File: src/rtl/frame_stream_source.sv
// Raster-order frame RAM reader feeding a ready/valid pixel stream through a 2-entry buffer.
// Define FRAME_SOURCE_SIDEBAND_EN to add the y_sof/y_eol sideband outputs.
module frame_stream_source #(
  parameter int IMG_WIDTH  = 320,
  parameter int IMG_HEIGHT = 240,
  parameter int W          = 8,
  parameter int ADDR_W     = $clog2(IMG_WIDTH*IMG_HEIGHT)
) (
  input  logic              clk,
  input  logic              rst_n,
  input  logic              start,
  output logic              busy,
  output logic              done,
  output logic              mem_rd_en,
  output logic [ADDR_W-1:0] mem_addr,
  input  logic [W-1:0]      mem_rd_data,
  output logic              y_valid,
  input  logic              y_ready,
  output logic [W-1:0]      y_data
`ifdef FRAME_SOURCE_SIDEBAND_EN
  ,
  output logic              y_sof,
  output logic              y_eol
`endif
);

  localparam int NPIX = IMG_WIDTH * IMG_HEIGHT;
`ifdef FRAME_SOURCE_SIDEBAND_EN
  localparam int TW    = W + 2;
  localparam int COL_W = (IMG_WIDTH > 1) ? $clog2(IMG_WIDTH) : 1;
`else
  localparam int TW    = W;
`endif

  typedef enum logic [1:0] {S_IDLE, S_RUN, S_DRAIN} state_t;

  state_t            state_q, state_d;
  logic [ADDR_W-1:0] addr_q, addr_d;
  logic [ADDR_W-1:0] last_addr_q, last_addr_d;
  logic              inflight_q, inflight_d;
  logic [TW-1:0]     fifo_q [2];
  logic [TW-1:0]     fifo_d [2];
  logic              wr_ptr_q, wr_ptr_d;
  logic              rd_ptr_q, rd_ptr_d;
  logic [1:0]        count_q, count_d;
  logic              busy_q, busy_d;
  logic              done_q, done_d;
`ifdef FRAME_SOURCE_SIDEBAND_EN
  logic [COL_W-1:0]  col_q, col_d;
  logic [1:0]        tag_q, tag_d;
`endif

  logic       pop;
  logic       rd_en;
  logic [2:0] occ;

  always_comb begin
    pop   = (count_q != 2'd0) && y_ready;
    // Occupancy the buffer will have once the read in flight lands and this cycle's pop retires.
    occ   = {1'b0, count_q} + {2'b00, inflight_q} - {2'b00, pop};
    rd_en = (state_q == S_RUN) && (occ < 3'd2);

    state_d     = state_q;
    addr_d      = addr_q;
    last_addr_d = last_addr_q;
    inflight_d  = rd_en;
    fifo_d      = fifo_q;
    wr_ptr_d    = wr_ptr_q;
    rd_ptr_d    = rd_ptr_q;
    busy_d      = busy_q;
    done_d      = 1'b0;
`ifdef FRAME_SOURCE_SIDEBAND_EN
    col_d = col_q;
    tag_d = tag_q;
`endif

    if (inflight_q) begin
`ifdef FRAME_SOURCE_SIDEBAND_EN
      fifo_d[wr_ptr_q] = {tag_q, mem_rd_data};
`else
      fifo_d[wr_ptr_q] = mem_rd_data;
`endif
      wr_ptr_d = ~wr_ptr_q;
    end
    if (pop) rd_ptr_d = ~rd_ptr_q;
    count_d = count_q + {1'b0, inflight_q} - {1'b0, pop};

    if (rd_en) begin
      last_addr_d = addr_q;
`ifdef FRAME_SOURCE_SIDEBAND_EN
      tag_d = {addr_q == '0, col_q == COL_W'(IMG_WIDTH-1)};
      col_d = (col_q == COL_W'(IMG_WIDTH-1)) ? '0 : col_q + COL_W'(1);
`endif
    end

    case (state_q)
      S_IDLE: begin
        addr_d = '0;
`ifdef FRAME_SOURCE_SIDEBAND_EN
        col_d = '0;
`endif
        if (start) begin
          state_d = S_RUN;
          busy_d  = 1'b1;
        end
      end
      S_RUN: begin
        if (rd_en) begin
          if (addr_q == ADDR_W'(NPIX-1)) state_d = S_DRAIN;
          else                            addr_d  = addr_q + ADDR_W'(1);
        end
      end
      S_DRAIN: begin
        if (pop && count_q == 2'd1 && !inflight_q) begin
          state_d = S_IDLE;
          busy_d  = 1'b0;
          done_d  = 1'b1;
        end
      end
      default: state_d = S_IDLE;
    endcase
  end

  always_ff @(posedge clk) begin
    if (!rst_n) begin
      state_q     <= S_IDLE;
      addr_q      <= '0;
      last_addr_q <= '0;
      inflight_q  <= 1'b0;
      fifo_q[0]   <= '0;
      fifo_q[1]   <= '0;
      wr_ptr_q    <= 1'b0;
      rd_ptr_q    <= 1'b0;
      count_q     <= 2'd0;
      busy_q      <= 1'b0;
      done_q      <= 1'b0;
`ifdef FRAME_SOURCE_SIDEBAND_EN
      col_q       <= '0;
      tag_q       <= 2'b00;
`endif
    end else begin
      state_q     <= state_d;
      addr_q      <= addr_d;
      last_addr_q <= last_addr_d;
      inflight_q  <= inflight_d;
      fifo_q      <= fifo_d;
      wr_ptr_q    <= wr_ptr_d;
      rd_ptr_q    <= rd_ptr_d;
      count_q     <= count_d;
      busy_q      <= busy_d;
      done_q      <= done_d;
`ifdef FRAME_SOURCE_SIDEBAND_EN
      col_q       <= col_d;
      tag_q       <= tag_d;
`endif
    end
  end

  assign busy      = busy_q;
  assign done      = done_q;
  assign mem_rd_en = rd_en;
  assign mem_addr  = rd_en ? addr_q : last_addr_q;
  assign y_valid   = (count_q != 2'd0);
  assign y_data    = fifo_q[rd_ptr_q][W-1:0];
`ifdef FRAME_SOURCE_SIDEBAND_EN
  assign y_sof     = fifo_q[rd_ptr_q][W+1];
  assign y_eol     = fifo_q[rd_ptr_q][W];
`endif

endmodule
File: config.mk
export PLATFORM = sky130hd
export DESIGN_NAME = frame_stream_source
export DESIGN_NICKNAME = d
export VERILOG_FILES = /design/src/rtl/frame_stream_source.sv
export SDC_FILE = /design/constraint.sdc
export NUM_CORES = 1
export LEC_CHECK = 0
export CORE_MARGIN = 2
export CORE_UTILIZATION = 40
export DETAILED_ROUTE_END_ITERATION = 8
export GPL_TIMING_DRIVEN = 0
export PLACE_DENSITY = 0.64
export SLEW_MARGIN = 30
export SYNTH_ARGS = -nofsm -noshare
export SYNTH_HDL_FRONTEND = slang
export SYNTH_SLANG_ARGS = --single-unit
File: constraint.sdc
create_clock -name clk -period 4.6 [get_ports clk]
set_input_delay 0.46 -clock clk [delete_from_list [all_inputs] [get_ports clk]]
set_output_delay 0.46 -clock clk [all_outputs]
set_load 0.01 [all_outputs]
**Word level (Yosys, flattened, before mapping)**

Cells that the tools add are included.

- Logic and storage cells: 66
- Bits in registers: 59
- Input bits: 12
- Output and inout bits: 29

- $lt $le $gt $ge: 4
- Add/subtract/negate cells: 5
- Muxes and demuxes: 19
- Reductions and logical operators: 14
- Eq/ne operators: 9
- Bitwise operators: 4

Operators with widths:

| cell | count |
|---|---|
| 17-bit two-way mux | 3 |
| 17-bit one-hot mux with 2 select lines | 1 |
| 8-bit two-way mux | 4 |
| 17-bit by 1-bit adder with 17-bit output (second input constant) | 1 |
| 17-bit == test (second input constant) | 1 |
| 16-bit bitwise mux | 1 |
| 8-bit demux with 1-bit select | 1 |
| 2-bit two-way mux | 4 |
| 2-bit != test (second input constant) | 4 |
| 2-bit one-hot mux with 3 select lines | 1 |
| 3-bit AND reduction | 2 |
| 2-bit nonzero test | 3 |
| 1-bit logical AND | 5 |
| 2-bit by 1-bit == test with 1-bit output (second input constant) | 2 |
| 2-bit greater-or-equal comparator (second input constant) | 2 |
| 1-bit inverter with 2-bit output | 2 |
| 4-bit AND reduction | 1 |
| 2-bit by 1-bit adder with 3-bit output | 1 |
| 3-bit by 2-bit < comparator with 1-bit output (second input constant) | 1 |
| 1-bit two-way mux | 3 |
| 3-bit by 1-bit subtractor with 3-bit output | 1 |
| 2-bit by 1-bit adder with 2-bit output | 1 |
| 2-bit == test (second input constant) | 1 |
| 2-bit zero test | 1 |
| other kinds (7) | 8 |

**Longest topological paths before layout**

Gate-level depths: netlist (run 1).

- Depth after elaboration: 7
- Gate-level depth with buffers: 10

**Worst setup path after synthesis (run 1)**

No wires, ideal clock.

- Path kind: input to output
- Start: input port y_ready
- End: output port mem_addr[10]
- Data arrival time: 2.436 ns
- Required time: 4.140 ns
- Path slack: 1.704 ns
- Path buffers: 1
- Stages on the path: 7
- Cells stage by stage: nand3_1 -> o21ai_0 -> ha_1 -> fa_1 -> nor4_4 -> buf_6 -> mux2_4

- Longest elaborated chain between the ends: 5

RTL lines:

| item | line | RTL |
|---|---|---|
| start: declaration | 18 | `input logic y_ready,` |
| 1-bit logical AND | 58 | `pop = (count_q != 2'd0) && y_ready;` |
| 3-bit by 1-bit subtractor with 3-bit output | 60 | `occ = {1'b0, count_q} + {2'b00, inflight_q} - {2'b00, pop};` |
| 3-bit by 2-bit < comparator with 1-bit output | 61 | `rd_en = (state_q == S_RUN) && (occ < 3'd2);` |
| 1-bit logical AND | 61 |  |
| via mem_rd_en | 14 | `output logic mem_rd_en,` |
| 17-bit two-way mux | n/a |  |
| end: declaration | 15 | `output logic [ADDR_W-1:0] mem_addr,` |

The timed path passes the listed nets, and every way through them passes these cells.

**Worst setup path in the final report (run 1)**

- Start: input port y_ready
- End: output port mem_addr[8]

- Longest elaborated chain between the ends: 5

RTL lines:

| item | line |
|---|---|
| 1-bit logical AND | 58 |
| 3-bit by 1-bit subtractor with 3-bit output | 60 |
| 3-bit by 2-bit < comparator with 1-bit output | 61 |
| 1-bit logical AND | 61 |
| 17-bit two-way mux | n/a |

No other way between the ends.

==> results of run 1 <==
## area by class of cell
cell class / instances / share of cell area [%]
plain buffers: 21 / 2.59
multi-input cells: 216 / 42.2
clock buffers: 11 / 4.01
flip-flops and latches: 59 / 33.5
inverters: 8 / 0.853
repair buffers: 39 / 11.1
clock inverters: 5 / 2.84
well taps: 80 / 2.84
## cell usage after synthesis, drive strengths merged
cell     count  area [um^2]
dfxtp       59         1180
nand2       40          150
mux2        25          315
and2        22          138
nand3       21          105
a21boi      18          135
a31oi       14         87.6
clkbuf      14         52.6
o21ai       11         55.1
inv          8         30.0
buf          7         38.8
nor3         7         35.0
and4         6         52.6
nand2b       5         31.3
nand4        5         31.3
nor4         5         46.3
nor2         4         15.0
a21oi        3         15.0
nor2b        3         18.8
a21o         2         15.0
a41oi        2         17.5
and3         2         12.5
ha           2         25.0
mux2i        2         20.0
o21a         2         15.0
or3          2         12.5
xnor2        2         25.0
a311o        1         10.0
a311oi       1         8.76
a41o         1         10.0
and4b        1         10.0
fa           1         20.0
nand4bb      1         11.3
nor4b        1         8.76
o311ai       1         8.76
o41a         1         11.3
o41ai        1         8.76
or2          1         6.26
## through the flow
stage          setup WS, ns  utilization [%]  total power, mW  area (um^2)  hold WS (ns)
2_1_floorplan          1.70                -            0.617         2790         0.440
3_3_place_gp          0.506             48.6            0.663         3280         0.447
3_5_place_dp          0.472             48.6            0.665         3280         0.456
4_1_cts               0.458             52.1             1.24         3520         0.466
5_1_grt               0.277             52.1             1.28         3520         0.486
6_report              0.480             52.1             1.23         3520         0.462
## final timing paths
path                    from              to  depth (start not counted)
setup / recovery     y_ready     mem_addr[8]                          9
hold / removal     fifo_q[3]       fifo_q[3]                          2
setup reg to reg  count_q[1]  last_addr_q[8]                          8
hold reg to reg    fifo_q[3]       fifo_q[3]                          2
## metal layers
metal  vias up  wire, um
li1       1181         -
met4         0        63
met5         -         0
met3         5       320
met2        58      2930
met1      1140      3050
## state kept, by name, summed over array words and instances, names as in the netlist
| name | cells |
|---|---|
| state_q | 2 |
| addr_q | 17 |
| inflight_q | 1 |
| fifo_q | 16 |
| wr_ptr_q | 1 |
| count_q | 2 |
| rd_ptr_q | 1 |
| done | 1 |
| last_addr_q | 17 |
| busy | 1 |
## layout by cell type (no fill, tap or decap), types with 6 or more instances in the layout
master,n
sky130_fd_sc_hd__clkdlybuf4s50_1,39
sky130_fd_sc_hd__dfxtp_1,59
sky130_fd_sc_hd__and4_1,6
sky130_fd_sc_hd__clkbuf_8,10
sky130_fd_sc_hd__mux2_2,16
sky130_fd_sc_hd__mux2_4,9
sky130_fd_sc_hd__a31oi_1,14
sky130_fd_sc_hd__o21ai_0,10
sky130_fd_sc_hd__nand2_1,40
sky130_fd_sc_hd__nor3_1,7
sky130_fd_sc_hd__a21boi_0,18
sky130_fd_sc_hd__clkbuf_1,15
sky130_fd_sc_hd__inv_1,8
sky130_fd_sc_hd__nand3_1,21
sky130_fd_sc_hd__and2_1,21
## power by group
group,internal [mW],switching (mW)
logic,0.0572,0.0637
registers,0.524,0.00877
clock network,0.373,0.204
total,0.954,0.276
## cell families after synthesis
family / share of synthesized area (%)
XOR/XNOR: 0.897
AO/OA/AOI/OAI: 14.3
AND/OR/NAND/NOR: 24.5
adder cells (fa/ha/maj): 1.61
flip-flops: 42.3
buffers and inverters: 4.35
multiplexers: 12.0
## worst max-delay path, delay by kind of cell
kind,cells,cell delay (ns)
compound gates,1,0.11
fa+ha+maj,2,0.79
buf+inv,3,1.21
mux,1,0.33
simple gates,2,0.76
==> reports/summary.json, run 1 <==
{
  "timing.final.max_slew_violations": 0,
  "max_clock_freq_mhz": 243,
  "synth-seq-area-share_pct": 42.3,
  "gp_routability_congestion": 0.846,
  "worst-endpoint-required_ns": 4.14,
  "chipHeight_um": 87.5,
  "syn_area_mm2": 0.00279,
  "post_route_setup_tns_ns": 0,
  "critical_path_class": "in2out",
  "cts_tree": "built",
  "final_hold_viol_count": 0,
  "period_minus_slack_ns": 4.12,
  "via_count": 2384,
  "core-area_mm2": 0.00676,
  "post_drt_via_cell_ratio": 5.43,
  "timing.critical_path.cells": "clkdlybuf4s50_1 > nand3_1 > o21ai_0 > ha_1 > fa_1 > nor4_4 > buf_6 > mux2_4 > clkdlybuf4s50_1",
  "die_w_um": 87.5,
  "drc": 0,
  "cp_startpoint_kind": "primary input",
  "num-fill-cells": 658,
  "rows": 30,
  "cts-htree-levels": 3,
  "period_share_pct": 89.6,
  "grt_setup_unrepaired": "false",
  "antenna_found_initial": 0,
  "top_usage_layer": "met2",
  "io_pins": 41,
  "netlist_instances": 304,
  "clock_insertion_delay_worst_skew_ns": 0.34,
  "cp_slowest_stage_delay_ns": 0.61,
  "floorplan.initialDensity_pct": 41.3,
  "port_buffers": 39,
  "placed_cells_incl_taps": 423,
  "first_global_vias": 2285,
  "multi_input_comb_area_mm2": 0.00149,
  "run_status": "finished clean",
  "die_footprint_mm2": 0.00766,
  "ys_types": 45,
  "drv.max_cap_violation_count": 0,
  "clkTransAtPathRegs_ns": 0.07,
  "synth_area_per_cell_um2": 9.18,
  "globalRoute.totalOverflow": 0,
  "area_growth_pct": 26.2,
  "post_cts_resize_count": 0,
  "post_cts_setup_buffer_count": 0,
  "layout_skew_ns": 0.00621,
  "grt_pass1_wl_um": 10800,
  "pin_count_of_the_biggest_net_entering_global_routing": 11,
  "globalRouteMet2Util_pct": 27.9,
  "number_of_storage_elements_in_the_synthesis_netlist": 59,
  "wl_um": 6360,
  "timing.final.setup_violations": 0,
  "crit_top_cell": "sky130_fd_sc_hd__clkdlybuf4s50_1",
  "numCtsBuffers": 9,
  "global_route_track_usage_on_met3_pct": 4.36,
  "grt.total_usage_pct": 17.9,
  "global_route.usage.met1_pct": 24.3,
  "post_drt_wl_per_cell_um": 14.5,
  "worst-path-max-fanout": 10,
  "final_layout_size_suffix_gt1_share_pct": 13.4,
  "worst-endpoint-arrival_ns": 3.66,
  "final_cells": 439,
  "fin_nets": 369,
  "power.static_leakage_nw": 1.29,
  "syn_nets": 319,
  "hold_buffers": 0,
  "cts_root_buf": "sky130_fd_sc_hd__clkbuf_8",
  "tightest_slew_ns": 0.644,
  "layout.area.seq_mm2": 0.00118,
  "worstSetupEndpointType": "output port",
  "antenna_violating_nets_post_route": 0,
  "dr.pass1.iters": 4,
  "cts.path.max_buffers": 2,
  "relSlewSlack_pct": 56.8,
  "antenna_cells": 0,
  "rrSetupSlack_ns": 1.70,
  "drt_iter0_drc": 133,
  "timing.critical_path.slowest_stage_cell": "sky130_fd_sc_hd__nor4_4",
  "hold_path.class": "reg2reg",
  "hpwl_detailed_um": 4400,
  "power_per_standard_cell_area_mw_per_mm2": 349,
  "worst_ir_drop_vdd_mv": 0.142,
  "numClockSinks": 59,
  "synth.yosys.warnings": 0
}
Note: power is estimated with default switching activity, not from simulation.
==> run 2: changes to the inputs <==
--- a/config.mk
+++ b/config.mk
@@ -9,6 +9,7 @@
 export CORE_UTILIZATION = 40
 export DETAILED_ROUTE_END_ITERATION = 8
 export GPL_TIMING_DRIVEN = 0
+export MAX_ROUTING_LAYER = met4
 export PLACE_DENSITY = 0.64
 export SLEW_MARGIN = 30
 export SYNTH_ARGS = -nofsm -noshare
==> constraint.sdc (replaced) <==
create_clock -name clk -period 4.6 [get_ports clk]
set_input_delay 0.46 -clock clk [delete_from_list [all_inputs] [get_ports clk]]
set_output_delay 0.46 -clock clk [all_outputs]
set_load 0.005 [all_outputs]
==> run 2 against run 1 <==
Clock skew hardly changed. Setup slack better by 0.033 ns. Power is 0.33% lower. Register-to-register slack hardly changed. Largest power group unchanged. Highest routed layer unchanged.
==> reports/summary.json, run 2 (synthesis results as in run 1) <==
{
  "run_status": "finished clean",
  "numCtsBuffers": 9,
  "post_drt_wl_per_cell_um": 14.4,
  "area_growth_pct": 26.2,
  "period_share_pct": 88.8,
  "core-area_mm2": 0.00676,
  "first_global_vias": 2285,
  "period_minus_slack_ns": 4.09,
  "port_buffers": 39,
  "hold_path.class": "reg2reg",
  "chipHeight_um": 87.5,
  "worst-r2r-cell-count": 8,
  "worstSetupEndpointType": "output port",
  "layout_skew_ns": 0.00598,
  "globalRoute.totalOverflow": 0,
  "pin_count_of_the_biggest_net_entering_global_routing": 11,
  "grt_setup_unrepaired": "false",
  "rrSetupSlack_ns": 1.70,
  "tightest_slew_ns": 0.645,
  "worst-endpoint-arrival_ns": 3.63,
  "clock_insertion_delay_worst_skew_ns": 0.34,
  "final_layout_size_suffix_gt1_share_pct": 13.4,
  "dr.pass1.iters": 4,
  "die_w_um": 87.5,
  "power_per_standard_cell_area_mw_per_mm2": 348,
  "placed_cells_incl_taps": 423,
  "wl_um": 6340,
  "power.static_leakage_nw": 1.29,
  "post_cts_setup_buffer_count": 0,
  "die_footprint_mm2": 0.00766,
  "drc": 0,
  "via_count": 2386,
  "grt.total_usage_pct": 18.5,
  "worst-path-max-fanout": 10,
  "worst_ir_drop_vdd_mv": 0.142,
  "cp_slowest_stage_delay_ns": 0.61,
  "final_cell_mix": "sky130_fd_sc_hd__dfxtp_1 (59), sky130_fd_sc_hd__nand2_1 (40), sky130_fd_sc_hd__clkdlybuf4s50_1 (39)",
  "antenna_cells": 0,
  "post_route_setup_tns_ns": 0,
  "fin_total_pwr_mw": 1.23,
  "top_regs": "addr_q (17), last_addr_q (17), fifo_q (16)",
  "timing.final.max_slew_violations": 0,
  "hold_buffers": 0,
  "gp_routability_congestion": 0.859,
  "cp_startpoint_kind": "primary input",
  "crit_top_cell": "sky130_fd_sc_hd__clkdlybuf4s50_1",
  "relSlewSlack_pct": 56.7,
  "worst-endpoint-required_ns": 4.14,
  "critical_path_class": "in2out",
  "antenna_violating_nets_post_route": 0,
  "rows": 30,
  "final_hold_viol_count": 0,
  "timing.critical_path.slowest_stage_cell": "sky130_fd_sc_hd__nor4_4",
  "critical_path.startpoint": "y_ready",
  "worst_r2r_endpoint": "last_addr_q[8]",
  "antenna_found_initial": 0,
  "cts.path.max_buffers": 2,
  "timing.final.setup_violations": 0,
  "clkTransAtPathRegs_ns": 0.07,
  "reg2reg_from": "count_q[1]",
  "max_clock_freq_mhz": 245,
  "drt_iter0_drc": 159,
  "cts_tree": "built",
  "post_cts_resize_count": 0,
  "end_of_the_critical_path": "mem_addr[8]",
  "floorplan.initialDensity_pct": 41.3,
  "io_pins": 41,
  "final_cells": 439,
  "grt_pass1_wl_um": 10800,
  "hpwl_detailed_um": 4400,
  "timing.critical_path.cells": "clkdlybuf4s50_1 > nand3_1 > o21ai_0 > ha_1 > fa_1 > nor4_4 > buf_6 > mux2_4 > clkdlybuf4s50_1",
  "most_common_library_cell_in_the_layout_ignoring_fill_and_taps": "sky130_fd_sc_hd__dfxtp_1",
  "cts_root_buf": "sky130_fd_sc_hd__clkbuf_8",
  "cts-htree-levels": 3,
  "fin_nets": 369,
  "post_drt_via_cell_ratio": 5.44,
  "numClockSinks": 59,
  "drv.max_cap_violation_count": 0
}
## run 2: cell counts in the layout (fill, tap and decap cells not counted)
Identical to the previous run, type by type.
## run 2: critical path, delay by kind of cell
| kind | cells | cell delay (ns) |
|---|---|---|
| buffers and inverters | 3 | 1.17 |
| AND/OR/NAND/NOR | 2 | 0.76 |
| multiplexers | 1 | 0.33 |
| AO/OA/AOI/OAI | 1 | 0.11 |
| adder cells (fa/ha/maj) | 2 | 0.79 |
## run 2: layout make-up
| class | count | area [um^2] |
|---|---|---|
| fillers | 658 | 3230 |
| plain buffers | 21 | 91.3 |
| clock buffers | 11 | 141 |
| repair buffers | 39 | 390 |
| clock inverters | 5 | 100 |
| inverters | 8 | 30.0 |
| flip-flops and latches | 59 | 1180 |
| well taps | 80 | 100 |
| multi-input cells | 216 | 1490 |
## run 2: how the worst min path moves through the flow
| stage | startpoint | endpoint | slack [ns] | depth (start not counted) |
|---|---|---|---|---|
| 3_3_place_gp | fifo_q[5] | fifo_q[5] | 0.45 | 2 |
| 4_1_cts | fifo_q[4] | fifo_q[4] | 0.47 | 2 |
| 2_1_floorplan | fifo_q[7] | fifo_q[7] | 0.44 | 2 |
| 5_1_grt | fifo_q[10] | fifo_q[10] | 0.49 | 2 |
| 6_report | fifo_q[3] | fifo_q[3] | 0.46 | 2 |
| 3_5_place_dp | fifo_q[1] | fifo_q[1] | 0.46 | 2 |
## run 2: power breakdown
group / total (mW) / internal, mW / switching (mW)
registers: 0.532 / 0.524 / 0.00878
logic: 0.117 / 0.0570 / 0.0604
clock network: 0.576 / 0.373 / 0.203
total: 1.23 / 0.954 / 0.272
## run 2: metal layers
layer	wire length [um]	part of all wire, %	GRT usage [%]
met5	0	0	-
met4	63	0.99	6.29
met3	310	4.9	4.27
met2	2930	46	27.9
met1	3040	48	24.4
## run 2: through the flow
stage               worst slack [ns]  hold WS, ns  util [%]  instance area [um^2]
detailed placement             0.507        0.456      48.6                  3280
floorplan                       1.72        0.440         -                  2790
global placement               0.540        0.447      48.6                  3280
CTS                            0.492        0.466      52.1                  3520
finish                         0.513        0.462      52.1                  3520
global route                   0.308        0.486      52.1                  3520
